--- config.mk ---
export PLATFORM = sky130hd
export DESIGN_NAME = data_check
export DESIGN_NICKNAME = d
export VERILOG_FILES = /design/src/rtl/data_check.sv
export SDC_FILE = /design/constraint.sdc
export NUM_CORES = 1
export LEC_CHECK = 0
export BUFFER_PORTS_ARGS = -buffer_cell sky130_fd_sc_hd__buf_2
export CAP_MARGIN = 10
export CORE_ASPECT_RATIO = 1.4
export CORE_MARGIN = 1
export CORE_UTILIZATION = 50
export DETAILED_ROUTE_END_ITERATION = 16
export GPL_TIMING_DRIVEN = 0
export HOLD_SLACK_MARGIN = 0.03
export PLACE_DENSITY = 0.76
export SETUP_SLACK_MARGIN = 0.3
export SKIP_LAST_GASP = 1
export SLEW_MARGIN = 20
export SYNTH_ARGS = -nofsm -noshare
export SYNTH_HDL_FRONTEND = slang
export SYNTH_SLANG_ARGS = --single-unit
--- constraint.sdc ---
create_clock -name clk -period 6.2 [get_ports clk]
set_input_delay 1.24 -clock clk [delete_from_list [all_inputs] [get_ports clk]]
set_output_delay 1.24 -clock clk [all_outputs]
set_load 0.1 [all_outputs]
--- src/rtl/data_check.sv ---
// Frame receiver and self-synchronising PRBS checker for the 10-bit framed link test pattern.
// Locks on a comma head, checks the payload against the received-bit history and gathers error statistics.
module data_check #(
    parameter int          PRBS_LENGTH = 8,
    parameter int          SKIP_WORDS  = 2,
    parameter int          POLY_LENGHT = 9,
    parameter int          POLY_TAP    = 5,
    parameter int          INV_PATTERN = 1,
    parameter logic [9:0]  COMMA       = 10'b1100110011,
    parameter int          CNT_W       = 32
) (
    input  logic             clk,
    input  logic             rst,
    input  logic [9:0]       data_in,
    input  logic             clear_cnt,
    output logic             lock,
    output logic             frame_done,
    output logic             frame_err,
    output logic [CNT_W-1:0] bit_err_cnt,
    output logic [CNT_W-1:0] frame_cnt,
    output logic [CNT_W-1:0] bad_frame_cnt
);

    typedef enum logic [1:0] {HUNT, PAYLOAD, TAIL} state_t;

    localparam int                WCNT_W = $clog2(PRBS_LENGTH + 1);
    localparam logic [WCNT_W-1:0] SKIP_C = WCNT_W'(SKIP_WORDS);
    localparam logic [WCNT_W-1:0] LAST_C = WCNT_W'(PRBS_LENGTH - 1);
    localparam logic              INV    = (INV_PATTERN != 0);

    state_t                 state_q, state_d;
    logic [WCNT_W-1:0]      wcnt_q, wcnt_d;
    // hist_q[0] is the most recently received bit, hist_q[i] is i+1 bits back.
    logic [POLY_LENGHT-1:0] hist_q, hist_d;
    logic                   flag_q, flag_d;
    logic                   lock_q, lock_d;
    logic                   done_q, done_d;
    logic                   ferr_q, ferr_d;
    logic [CNT_W-1:0]       berr_q, berr_d;
    logic [CNT_W-1:0]       fcnt_q, fcnt_d;
    logic [CNT_W-1:0]       bad_q, bad_d;

    logic [POLY_LENGHT-1:0] h;
    logic [9:0]             err_vec;
    logic                   pred;
    logic [3:0]             pop;
    logic [CNT_W:0]         berr_sum;

    always_comb begin
        state_d  = state_q;
        wcnt_d   = wcnt_q;
        hist_d   = hist_q;
        flag_d   = flag_q;
        done_d   = 1'b0;
        ferr_d   = 1'b0;
        berr_d   = berr_q;
        fcnt_d   = fcnt_q;
        bad_d    = bad_q;
        h        = hist_q;
        err_vec  = '0;
        pred     = 1'b0;
        pop      = '0;
        berr_sum = '0;

        case (state_q)
            HUNT: begin
                if (data_in == COMMA) begin
                    state_d = PAYLOAD;
                    wcnt_d  = '0;
                    flag_d  = 1'b0;
                end
            end
            PAYLOAD: begin
                // Bit 9 is earliest; later bits of the word see earlier ones in h.
                for (int i = 9; i >= 0; i--) begin
                    pred       = h[POLY_LENGHT-1] ^ h[POLY_TAP-1] ^ INV;
                    err_vec[i] = data_in[i] ^ pred;
                    h          = {h[POLY_LENGHT-2:0], data_in[i]};
                end
                hist_d = h;
                if (wcnt_q >= SKIP_C) begin
                    for (int i = 0; i < 10; i++) pop = pop + 4'(err_vec[i]);
                end
                if (pop != 4'd0) flag_d = 1'b1;
                berr_sum = {1'b0, berr_q} + (CNT_W+1)'(pop);
                berr_d   = berr_sum[CNT_W] ? '1 : berr_sum[CNT_W-1:0];
                if (wcnt_q == LAST_C) state_d = TAIL;
                else                  wcnt_d  = wcnt_q + WCNT_W'(1);
            end
            TAIL: begin
                done_d  = 1'b1;
                ferr_d  = flag_q | (data_in != COMMA);
                state_d = HUNT;
                if (fcnt_q != '1)          fcnt_d = fcnt_q + CNT_W'(1);
                if (ferr_d && bad_q != '1) bad_d  = bad_q + CNT_W'(1);
            end
            default: state_d = HUNT;
        endcase

        lock_d = (state_d != HUNT);

        if (clear_cnt) begin
            berr_d = '0;
            fcnt_d = '0;
            bad_d  = '0;
        end
    end

    always_ff @(posedge clk) begin
        if (rst) begin
            state_q <= HUNT;
            wcnt_q  <= '0;
            hist_q  <= '0;
            flag_q  <= 1'b0;
            lock_q  <= 1'b0;
            done_q  <= 1'b0;
            ferr_q  <= 1'b0;
            berr_q  <= '0;
            fcnt_q  <= '0;
            bad_q   <= '0;
        end else begin
            state_q <= state_d;
            wcnt_q  <= wcnt_d;
            hist_q  <= hist_d;
            flag_q  <= flag_d;
            lock_q  <= lock_d;
            done_q  <= done_d;
            ferr_q  <= ferr_d;
            berr_q  <= berr_d;
            fcnt_q  <= fcnt_d;
            bad_q   <= bad_d;
        end
    end

    assign lock          = lock_q;
    assign frame_done    = done_q;
    assign frame_err     = ferr_q;
    assign bit_err_cnt   = berr_q;
    assign frame_cnt     = fcnt_q;
    assign bad_frame_cnt = bad_q;

endmodule

==> results by group <==
Setup path
  • CP max stage cell: fa_1
  • CP startpoint kind: input port
  • CP arrival: 5960 ps
  • Nature of the critical path endpoint: register
  • Worst-path fanout max: 4
  • R2r setup slk: approximately 1200 ps
  • Family with the most delay on the worst path: adder cells
  • CP Buf/Inv Count: 7
  • Top cell by count, worst path: fa_1
  • Worst EP required: around 6500 ps
  • WS Path Type: input port to register
  • Cell Chain, Critical Path: buf_2 > xnor2_2 > xnor2_1 > fa_1 > inv_1 > fa_1 > inv_1 > fa_1 > inv_1 > ha_1 > fa_1 > and2_1 > inv_1 > fa_1 > nor2b_1 > o21ai_1 > a21boi_2 > buf_4 > buf_4 > nand3_1 > xor2_1 > a21oi_1
  • Max incr delay on CP: 550 ps

Timing
  • Min Tclk post-route: 5620 ps
  • Fin crit share: 0.906
  • Final Max Slew Viols: 0
  • Slew HR: 0.517
  • Worst-case setup margin in the final layout: 583 ps
  • Final Hold Viols: 0
  • Fmax: ~0.18 GHz
  • Clock Skews: about 6.4 ps
  • RSZ-0062 raised after global routing: no
  • Worst slew pin tran: 717 ps
  • Final setup vio count: 0

Floorplanning
  • Ports: between 100 and 150
  • Die height: roughly 130 µm
  • Chip width: 93.4 µm
  • DIE AREA: between 10,000 and 15,000 µm²
  • FP Rows: between 40 and 50
  • Core Footprint: 11,300 µm²
  • Starting density of the core: 0.516

Final layout
  • Post-layout net count: roughly 830
  • Antenna diodes: 0
  • Layout area overhead: 23.2%
  • Final core utilization: 0.635
  • Layout cells sized above 1: 0.224

CTS
  • Sink Count: around 120
  • Root Buffer: clkbuf_16
  • Clk buf depth: 2
  • Clk Latency, worst-skew pair: 420 ps
  • CTS tree: built
  • Clk pin slew, worst setup/hold paths: around 50 ps
  • H-tree lvl count: 4
  • Total CTS buffers: 17

Routing
  • Vias: 5,388
  • Post-DR vias/cell: around 5.6
  • Pre-antenna DRT Iters: 7
  • Drt drc: 0
  • Total wire length: 15,300 µm
  • Post-route ant nets: 0
  • Iter 0 DRT Violations: ~250
  • Wire per inst: between 15 and 20 µm

Global route
  • Largest net degree at the start of global routing: 17
  • First-pass GRT wire length: roughly 25,000 µm
  • Initial antenna violation count: 0
  • GR Util All Layers: 0.260
  • Gr ovfl total: 0
  • Number of global-route vias before repair: ~5,400

Place
  • Pre-CTS setup slack: -255 ps
  • IO Port Bufs: between 100 and 150
  • Detailed Place HPWL: ~11,000 µm
  • Routability cong.: ~0.82

Synthesis
  • Number of flops mapped to enable cells by yosys: 0
  • Synth async-reset ratio: 0
  • Top-area cell type share of the netlist area: 0.394
  • Seq/Total Area, Yosys: 0.394
  • Register bit count reported by yosys: around 120
  • Most common cell in the netlist: dfxtp_1
  • Unique cell type count in the Yosys netlist: between 50 and 60
  • Cell area after synthesis: 5850 µm²
  • Dominant cell type by area after synthesis: dfxtp_1
  • Mapped Cells: around 670
  • Area contributors post-synth: dfxtp_1 (39%), xor2_1 (9.1%), xnor2_1 (5.8%), nor2_1 (5.5%), nand2_1 (3.5%)
  • Top post-synthesis cells by count: dfxtp_1 (115), nor2_1 (85), xor2_1 (61)
  • Syn_nets: ~700
  • Dominant synthesized flop cell: dfxtp_1
  • Yosys warnings: 0
  • Syn Area/Cell: around 8.7 µm²

Run
  • Max cap viols: 0

Pwr
  • Maximum vdd drop: 0.000226 V
  • Power Internal: around 1.4 mW
  • P_leak: around 2.9 nW
  • Combinational share of power: 0.057
  • Sw Share: 0.226
  • Sequential Power Share: 0.415
  • Psw: 403 µW
  • Pwr/cell area: 248 nW/µm²
  • Clock power share: 0.528

Min path
  • Min-Delay Path Class: register to register

Run status
  • Status: finished, final reports clean
-- cells in the final DEF (no fill, tap or decap), types with 3 or more instances in the layout --
master and instances:
o221a_2 4, clkbuf_16 17, clkinv_2 5, buf_4 5, or3_1 5, mux2i_1 5
dfxtp_1 115, and3_1 19, o21ai_0 28, nand4_1 33, nor2_1 85, buf_2 114
ha_1 10, clkbuf_8 5, nand3_1 39, a31oi_1 4, or4_1 3, xnor2_1 38
inv_1 17, clkinvlp_4 3, and4_1 10, nor3b_1 4, and2_1 9, clkbuf_1 15
nand2_1 55, nand4b_1 4, nor4_1 6, fa_1 7, or2_2 5, xor2_1 61
a21oi_1 24, nor3_1 17
-- routing by layer --
metal	vias to the layer above	wire length, µm	share of wire	GRT usage
met4	0	515	0.034	0.135
li1	2609	-	-	-
met5	-	0	0	0
met2	162	7890	0.52	0.469
met1	2574	5970	0.39	0.271
met3	43	901	0.059	0.0787
-- layout make-up --
class | count | area, µm²
plain buffers | 24 | 115
clock buffers | 23 | 498
clock inverters | 9 | 77.6
fillers | 964 | 4130
inverters | 17 | 63.8
multi-input cells | 516 | 3390
flip-flops and latches | 115 | 2300
well taps | 144 | 180
repair buffers | 113 | 573
-- worst reg2reg max path: stages (launching register included) --
cell	delay (ps)
dfxtp_1	400
xnor2_2	140
xnor2_1	140
fa_1	550
inv_1	60
fa_1	540
inv_1	60
fa_1	530
inv_1	50
ha_1	210
fa_1	490
and2_1	170
inv_1	80
fa_1	430
nor2b_1	170
o21ai_1	110
a21boi_2	170
buf_4	140
buf_4	130
nand3_1	90
xor2_1	150
a21oi_1	140
-- power groups by stage --
stage | sequential [mW] | clock (mW) | combinational, mW
2_1_floorplan | 0.756 | 0 | 0.0718
3_5_place_dp | 0.755 | 0 | 0.101
6_report | 0.740 | 0.942 | 0.102
3_3_place_gp | 0.755 | 0 | 0.0979
5_1_grt | 0.739 | 0.986 | 0.120
4_1_cts | 0.740 | 0.953 | 0.103
-- timing repair --
| item | 4_1_cts | 5_1_grt |
|---|---|---|
| hold buffers | 0 | 0 |
| gates cloned | 0 | 0 |
| setup buffers | 2 | 1 |
| resized for setup | 1 | 10 |
| endpoints found under the setup margin | 11 | 21 |
| pin swaps | 1 | 1 |
-- stage by stage --
step                      hold slack, ps  power (mW)  std cells  cell area [µm²]  setup TNS [ps]
final                                468        1.78        961             7200               0
after global routing                 490        1.85        961             7200               0
after CTS                            469        1.80        960             7170               0
after detailed placement             462       0.856        926             6580           -2470
after global placement               454       0.853        926             6580           -1200
after floorplan                      448       0.827        672             5850               0
-- worst paths after layout --
check / endpoint / depth (start not counted) / start
min: hist_q[7] / 2 / hist_q[7]
max: bit_err_cnt[20] / 22 / data_in[9]
max reg2reg: bit_err_cnt[20] / 21 / hist_q[4]
min reg2reg: hist_q[7] / 2 / hist_q[7]
-- flip-flops by register name, indices dropped and copies added, names as in the netlist --
register and count:
state_q 2, frame_cnt 32, wcnt_q 4, hist_q 9, frame_done 1, bit_err_cnt 32, flag_q 1, lock 1
bad_frame_cnt 32, frame_err 1
-- cells by family after synthesis --
family,Yosys count,share of synthesized area
mux,5,0.00856
buf+inv,41,0.0295
simple gates,315,0.284
xor+xnor,100,0.150
flops,115,0.394
fa+ha+maj,17,0.0454
compound gates,79,0.0892
Note: power is estimated with default switching activity, not from simulation.
